`src/rtl/aximm_burst_engine.sv`:
```
`default_nettype none
// ============================================================================
//  Module      : aximm_burst_engine
//  Description : AXI4 write-burst traffic generator. Issues cfg_burst_count
//                INCR bursts of cfg_burst_bytes each, at cfg_addr + k*stride,
//                with a deterministic data pattern. AW and W run decoupled,
//                outstanding bursts are bounded, B responses are counted.
//  Ports       : clk/reset            - clock, async active-high reset
//                start, cfg_*         - run control (latched on start)
//                busy/done/cfg_err    - run status
//                resp_errs            - non-OKAY B responses this run
//                M_AXI_AW*/W*/B*      - AXI4 write master channels
//  Revision    : 1.0 - initial release
// ============================================================================
module aximm_burst_engine #(
    parameter int DATA_WBITS      = 512,
    parameter int MAX_OUTSTANDING = 8
) (
    input  logic                      clk,
    input  logic                      reset,
    input  logic                      start,
    input  logic [63:0]               cfg_addr,
    input  logic [15:0]               cfg_burst_bytes,
    input  logic [31:0]               cfg_burst_count,
    input  logic [31:0]               cfg_stride,
    input  logic                      cfg_mode,
    output logic                      busy,
    output logic                      done,
    output logic                      cfg_err,
    output logic [31:0]               resp_errs,
    output logic [63:0]               M_AXI_AWADDR,
    output logic [7:0]                M_AXI_AWLEN,
    output logic [2:0]                M_AXI_AWSIZE,
    output logic [1:0]                M_AXI_AWBURST,
    output logic                      M_AXI_AWVALID,
    input  logic                      M_AXI_AWREADY,
    output logic [DATA_WBITS-1:0]     M_AXI_WDATA,
    output logic [DATA_WBITS/8-1:0]   M_AXI_WSTRB,
    output logic                      M_AXI_WLAST,
    output logic                      M_AXI_WVALID,
    input  logic                      M_AXI_WREADY,
    input  logic [1:0]                M_AXI_BRESP,
    input  logic                      M_AXI_BVALID,
    output logic                      M_AXI_BREADY
);

    localparam int DATA_WBYTS  = DATA_WBITS / 8;
    localparam int c_SIZE_LOG2 = $clog2(DATA_WBYTS);
    localparam int c_LANES     = DATA_WBITS / 32;

    typedef enum logic [0:0] {
        S_IDLE = 1'b0,
        S_RUN  = 1'b1
    } state_t;

    state_t r_state, w_state_next;

    // latched run configuration
    logic [63:0]            r_next_addr;
    logic [31:0]            r_stride;
    logic [31:0]            r_count;
    logic [8:0]             r_beats;
    logic [c_SIZE_LOG2-1:0] r_extra;
    logic                   r_mode;

    // progress counters
    logic [31:0]            r_aw_issued;
    logic [31:0]            r_b_received;
    logic [31:0]            r_wb;        // burst of the next beat to load
    logic [8:0]             r_wj;        // beat index (1-based) of the next beat to load

    // registered outputs
    logic                   r_done, r_cfg_err;
    logic [31:0]            r_resp_errs;
    logic [63:0]            r_awaddr;
    logic [7:0]             r_awlen;
    logic                   r_awvalid;
    logic [DATA_WBITS-1:0]  r_wdata;
    logic [DATA_WBYTS-1:0]  r_wstrb;
    logic                   r_wlast, r_wvalid;

    logic [16:0]            w_beats_calc;
    logic                   w_cfg_bad, w_start_acc, w_run_go, w_run_end;
    logic                   w_aw_can, w_w_load, w_last_beat;
    logic [31:0]            w_b_next, w_pattern;
    logic [DATA_WBITS-1:0]  w_wdata_fmt;
    logic [DATA_WBYTS-1:0]  w_wstrb_fmt;

    assign w_beats_calc = ({1'b0, cfg_burst_bytes} + 17'(DATA_WBYTS - 1)) >> c_SIZE_LOG2;
    assign w_cfg_bad    = (cfg_burst_bytes == 16'd0) || (w_beats_calc > 17'd256);
    assign w_start_acc  = (r_state == S_IDLE) && start;
    assign w_run_go     = w_start_acc && !w_cfg_bad && (cfg_burst_count != 32'd0);
    assign w_b_next     = r_b_received + 32'd1;
    // done lands in the cycle after the final B handshake
    assign w_run_end    = (r_state == S_RUN) && M_AXI_BVALID && (w_b_next == r_count);

    // outstanding bound uses registered counts; B only ever lowers it, so this is safe
    assign w_aw_can     = (r_aw_issued < r_count) &&
                          ((r_aw_issued - r_b_received) < 32'(MAX_OUTSTANDING));
    // a beat may only be loaded once its burst's AW has completed its handshake
    assign w_w_load     = (!r_wvalid || M_AXI_WREADY) && (r_wb < r_aw_issued);
    assign w_last_beat  = (r_wj == r_beats);
    assign w_pattern    = (r_wb << 8) | {23'd0, r_wj};

    always_comb begin
        w_wdata_fmt = '0;
        w_wstrb_fmt = '1;
        if (r_mode) begin
            w_wdata_fmt = {c_LANES{w_pattern}};
        end else begin
            w_wdata_fmt = DATA_WBITS'(w_pattern);
        end
        if (w_last_beat && (r_extra != '0)) begin
            w_wstrb_fmt = ~({DATA_WBYTS{1'b1}} << r_extra);
        end
    end

    always_comb begin
        w_state_next = r_state;
        case (r_state)
            S_IDLE:  if (w_run_go)  w_state_next = S_RUN;
            S_RUN:   if (w_run_end) w_state_next = S_IDLE;
            default: w_state_next = S_IDLE;
        endcase
    end

    always_ff @(posedge clk or posedge reset) begin
        if (reset) r_state <= S_IDLE;
        else       r_state <= w_state_next;
    end

    always_ff @(posedge clk or posedge reset) begin
        if (reset) begin
            r_next_addr  <= '0;
            r_stride     <= '0;
            r_count      <= '0;
            r_beats      <= '0;
            r_extra      <= '0;
            r_mode       <= 1'b0;
            r_aw_issued  <= '0;
            r_b_received <= '0;
            r_wb         <= '0;
            r_wj         <= '0;
            r_done       <= 1'b0;
            r_cfg_err    <= 1'b0;
            r_resp_errs  <= '0;
            r_awaddr     <= '0;
            r_awlen      <= '0;
            r_awvalid    <= 1'b0;
            r_wdata      <= '0;
            r_wstrb      <= '0;
            r_wlast      <= 1'b0;
            r_wvalid     <= 1'b0;
        end else begin
            r_done <= 1'b0;
            if (w_start_acc) begin
                r_cfg_err    <= w_cfg_bad;
                r_resp_errs  <= '0;
                // rejected or empty runs complete immediately with no traffic
                r_done       <= w_cfg_bad || (cfg_burst_count == 32'd0);
                r_next_addr  <= cfg_addr;
                r_stride     <= cfg_stride;
                r_count      <= cfg_burst_count;
                r_beats      <= w_beats_calc[8:0];
                r_extra      <= cfg_burst_bytes[c_SIZE_LOG2-1:0];
                r_mode       <= cfg_mode;
                r_awlen      <= 8'(w_beats_calc - 17'd1);
                r_aw_issued  <= '0;
                r_b_received <= '0;
                r_wb         <= '0;
                r_wj         <= 9'd1;
            end else if (r_state == S_RUN) begin
                // AW issuer
                if (r_awvalid) begin
                    if (M_AXI_AWREADY) begin
                        r_awvalid   <= 1'b0;
                        r_aw_issued <= r_aw_issued + 32'd1;
                        r_next_addr <= r_next_addr + {32'd0, r_stride};
                    end
                end else if (w_aw_can) begin
                    r_awvalid <= 1'b1;
                    r_awaddr  <= r_next_addr;
                end
                // W issuer
                if (w_w_load) begin
                    r_wvalid <= 1'b1;
                    r_wdata  <= w_wdata_fmt;
                    r_wstrb  <= w_wstrb_fmt;
                    r_wlast  <= w_last_beat;
                    if (w_last_beat) begin
                        r_wb <= r_wb + 32'd1;
                        r_wj <= 9'd1;
                    end else begin
                        r_wj <= r_wj + 9'd1;
                    end
                end else if (r_wvalid && M_AXI_WREADY) begin
                    r_wvalid <= 1'b0;
                end
                // B tracking
                if (M_AXI_BVALID) begin
                    r_b_received <= w_b_next;
                    if ((M_AXI_BRESP != 2'b00) && (r_resp_errs != 32'hFFFF_FFFF)) begin
                        r_resp_errs <= r_resp_errs + 32'd1;
                    end
                end
                if (w_run_end) r_done <= 1'b1;
            end
        end
    end

    assign busy          = (r_state == S_RUN);
    assign done          = r_done;
    assign cfg_err       = r_cfg_err;
    assign resp_errs     = r_resp_errs;
    assign M_AXI_AWADDR  = r_awaddr;
    assign M_AXI_AWLEN   = r_awlen;
    assign M_AXI_AWSIZE  = 3'(c_SIZE_LOG2);
    assign M_AXI_AWBURST = 2'b01;
    assign M_AXI_AWVALID = r_awvalid;
    assign M_AXI_WDATA   = r_wdata;
    assign M_AXI_WSTRB   = r_wstrb;
    assign M_AXI_WLAST   = r_wlast & r_wvalid;
    assign M_AXI_WVALID  = r_wvalid;
    assign M_AXI_BREADY  = 1'b1;

endmodule
`default_nettype wire

```
`config.mk`:
```
export PLATFORM = sky130hd
export DESIGN_NAME = aximm_burst_engine
export DESIGN_NICKNAME = d
export VERILOG_FILES = /design/src/rtl/aximm_burst_engine.sv
export SDC_FILE = /design/constraint.sdc
export NUM_CORES = 2
export LEC_CHECK = 0
export ABC_AREA = 1
export CORE_MARGIN = 8
export CORE_UTILIZATION = 30
export DETAILED_ROUTE_END_ITERATION = 8
export MAX_ROUTING_LAYER = met4
export PLACE_DENSITY = 0.65
export SYNTH_ARGS = -nofsm -noshare
export SYNTH_HDL_FRONTEND = slang
export SYNTH_SLANG_ARGS = --single-unit
```
`constraint.sdc`:
```
create_clock -name clk -period 15.1 [get_ports clk]
set_input_delay 2.265 -clock clk [delete_from_list [all_inputs] [get_ports clk]]
set_output_delay 2.265 -clock clk [all_outputs]
set_load 0.02 [all_outputs]
```
==> results.rst <==
.. list-table::
   :header-rows: 1

   * - Metric
     - Value
   * - Outcome
     - complete, no violations
   * - Num CTS Buffers
     - 56
   * - Post-CTS Setup Bufs
     - 0
   * - Count of hold-fix buffers inserted at cts
     - 0
   * - Cell at the root of the clock tree
     - clkbuf_16
   * - Synth async-reset ratio
     - 100.0%
   * - Setup crit start kind
     - input port
   * - Period Utilization, post-route
     - 36.06%
   * - Netlist area before placement
     - 33270 um^2
   * - Buffers & Inverters on Critical Path
     - 2
   * - Synth Area per Inst
     - 7.154 um^2
   * - Vias in the first global route
     - around 30000
   * - Endpoint type of the worst setup path
     - register
   * - Detailed Route WL
     - about 130000 um
   * - Clock tree from TritonCTS
     - built
   * - Total routing resource utilization after global routing
     - 21.15%
   * - Standard cell with the maximum stage delay on the critical path
     - nand2_2
   * - Total Neg Setup Slack
     - 0 ps
   * - Setup repair after global routing missed its margin
     - false
   * - GPL Wtd Cong
     - approximately 0.97
   * - Routed len/inst
     - 20.23 um
   * - Total power after layout
     - 6.171 mW
   * - Kind of cell adding the most delay to the critical path
     - simple AND/OR/NAND/NOR gates
   * - Commonest register cell after synthesis
     - dfrtp_1
   * - Maximum single-stage delay on the critical path
     - 890 ps
   * - Initial standard-cell utilization of the core
     - 30.14%
   * - Area enclosed by the die boundary
     - around 120000 um^2
   * - Worst setup path class
     - input port to register
   * - Number of buffers added on ports
     - 838
   * - Initial drt markers
     - between 2000 and 3000
   * - Depth of the worst register-to-register path
     - 16
   * - Clock sink total
     - between 400 and 500
   * - Most common cell after layout, fill and taps aside
     - nand2_1
   * - Number of setup violations in the final report
     - 0
   * - Number of hold violations in the final report
     - 0
   * - Actual transition at the worst max-transition pin
     - 1069 ps
   * - Remaining DRCs
     - 0
   * - Post-synthesis to final-layout area growth
     - 25.54%
   * - Total number of H-tree levels
     - 2
   * - Endpoint of the lowest-slack register-to-register path
     - r_wb[27]$_DFFE_PP0P_
   * - Sequential cell area fraction in the yosys report
     - 36.63%
   * - Die span in y
     - 349.0 um
   * - Global-route congestion overflow total
     - 0
   * - Hold path startpoint
     - M_AXI_AWADDR[55]$_DFFE_PP0P_
   * - Final worst path period need
     - between 5000 and 6000 ps
   * - Buffers from clock root to sink, at most
     - 3
   * - Wire length of the first global-routing pass
     - 194500 um
   * - CP dominant cell by count
     - nor2_1
   * - Timing-limited maximum frequency
     - 183.6 MHz
   * - Total power per unit cell area
     - between 100 and 150 nW/um^2
   * - Worst Path Max Fanout
     - 84
   * - Final net count
     - 5278
   * - CTS clk-pin slew, worst paths
     - ~60 ps
   * - Number of placement rows
     - 122
   * - Share of the core filled with cells
     - 37.84%
   * - Layout cell share with drive strength beyond 1
     - 3.434%
   * - Depth of the worst hold-timing path
     - 2
   * - Critical path arrival
     - 5910 ps
   * - Critical R2R Launch
     - r_aw_issued[1]$_DFFE_PP0P_
   * - Most frequent cells in the layout
     - nand2_1, clkdlybuf4s50_1, dfrtp_1
   * - Routed via count divided by cell count
     - between 4 and 5
   * - Sequential cell area
     - 12190 um^2
   * - Reg2reg setup slack
     - 10380 ps
   * - Cell depth of the worst setup path
     - 10
   * - Via count of the routed design
     - 31221
   * - First-pass iteration count of the detailed router
     - 8
   * - Worst endpoint required time
     - 15560 ps
   * - Antenna viol nets, final
     - 0
   * - Post-synthesis cell type count
     - 50
   * - Leakage
     - around 19 nW
   * - Register bit total from synthesis
     - 487
   * - Worst min-delay path endpoint
     - M_AXI_AWADDR[55]$_DFFE_PP0P_
   * - Classification of the worst-slack hold path
     - register to register
   * - Detailed placement HPWL
     - 105300 um
   * - Post-Route Skew
     - 31.14 ps
   * - Number of warning messages in the yosys log
     - 0
   * - Maximum number of pins on one net before global-route repair
     - 160
   * - Initial antenna violation count
     - 8
   * - Max-slew violation count
     - 0
   * - Cell-by-cell listing of the critical path
     - clkdlybuf4s50_1 -> nor2_1 -> nor3_1 -> nand3_1 -> nor2_1 -> nand2_4 -> buf_4 -> nand2_1 -> nand2_2 -> o21ai_0
   * - I/O Pins
     - ~850
   * - Post-synthesis instance total
     - 4650
   * - Width of the die
     - 349.0 um
   * - Number of maximum-capacitance violations
     - 0
   * - Area taken by multi-input logic gates
     - 15350 um^2
   * - EDFF count, synth
     - 0
   * - Worst rel slew slack
     - approximately 29%
   * - Placeable core region
     - 110400 um^2
   * - Worst VDD drop
     - 0.09892 mV
   * - Worst skew pair latency
     - 650 ps
   * - Number of gates resized after CTS
     - 0
   * - Count of fill cells added during filler insertion
     - 11523
==> cells in the mapped netlist (19+ instances only) <==
cell type	instances	area, um^2
nand2_1	1351	5071
dfrtp_1	487	12190
inv_1	477	1790
buf_4	469	3521
nor2_1	403	1513
o21ai_0	300	1501
nand3_1	249	1246
a21oi_1	156	780.8
ha_1	131	1639
nor3_1	117	585.6
xor2_1	84	735.7
clkbuf_1	80	300.3
nand4_1	59	369.1
xnor2_1	33	289.0
o22ai_1	32	200.2
or2_2	31	193.9
nor4_1	25	156.4
o211ai_1	19	142.6
o21bai_1	19	142.6
==> how the worst max path moves through the flow <==
stage | startpoint | endpoint | slack [ps]
after floorplan | reset | M_AXI_AWADDR[0]$_DFFE_PP0P_ | 6230
after global placement | M_AXI_WREADY | r_wb[30]$_DFFE_PP0P_ | 9120
after detailed placement | M_AXI_WREADY | r_wb[27]$_DFFE_PP0P_ | 9000
after CTS | M_AXI_WREADY | r_wb[27]$_DFFE_PP0P_ | 9670
after global routing | M_AXI_WREADY | r_wb[0]$_DFFE_PP0P_ | 9220
final | M_AXI_WREADY | r_wb[27]$_DFFE_PP0P_ | 9650
==> kinds of logic (layout without fill, tap and decap cells) <==
logic type	Yosys count	in the layout	share of synthesized area, %
AOI/OAI and AO/OA	589	589	9.711
adders and majority gates	132	132	4.987
and+or+nand+nor	2264	2264	28.11
xor gates and xnor gates	118	118	3.148
DFF	487	487	36.63
buffers and inverters	1058	1442	17.39
other	2	15	0.02257
==> tightest hold or removal path: cells and delay by family, from the launching register on <==
| family | cells | cell delay [ps] |
|---|---|---|
| simple gates | 2 | 100 |
| flops | 1 | 340 |
==> layer usage <==
metal / wire, um / vias to the layer above / GRT usage, %
met4: 3943 / 0 / 5.869
li1: - / 15157 / -
met3: 9304 / 169 / 3.700
met2: 64290 / 1116 / 35.93
met5: 0 / - / -
met1: 54640 / 14779 / 25.79
==> cell type report <==
cell class,instances,area share [%]
Multi-Input combinational cell,3109,36.76
Sequential cell,487,29.18
Timing Repair Buffer,858,20.47
Tap cell,1488,4.458
Inverter,481,4.344
Clock buffer,74,3.685
Clock inverter,29,1.043
Antenna cell,9,0.05393
==> flip-flops by register name (all words and copies together), names as in the netlist, 6 cells and up <==
| register | cells |
|---|---|
| M_AXI_AWLEN | 8 |
| r_next_addr | 64 |
| resp_errs | 32 |
| r_wb | 32 |
| M_AXI_AWADDR | 64 |
| r_count | 32 |
| M_AXI_WSTRB | 64 |
| r_aw_issued | 32 |
| r_wj | 9 |
| r_extra | 6 |
| r_beats | 9 |
| M_AXI_WDATA | 64 |
| r_b_received | 32 |
| r_stride | 32 |
==> metrics by stage <==
step	hold WS (ps)	instance area [um^2]	std cells	setup WS [ps]
3_3_place_gp	455.7	39770	6423	9125
4_1_cts	473.7	41740	6526	9675
5_1_grt	489.1	41760	6532	9216
2_1_floorplan	441.9	33290	4654	6232
6_report	469.5	41760	6535	9654
3_5_place_dp	458.5	39770	6423	9000
==> power breakdown <==
group | internal [mW] | switching (mW)
Clock | 0.863 | 0.617
Sequential | 1.61 | 0.381
Combinational | 1.03 | 1.67
Total | 3.51 | 2.66
Note: power is estimated with default switching activity, not from simulation.
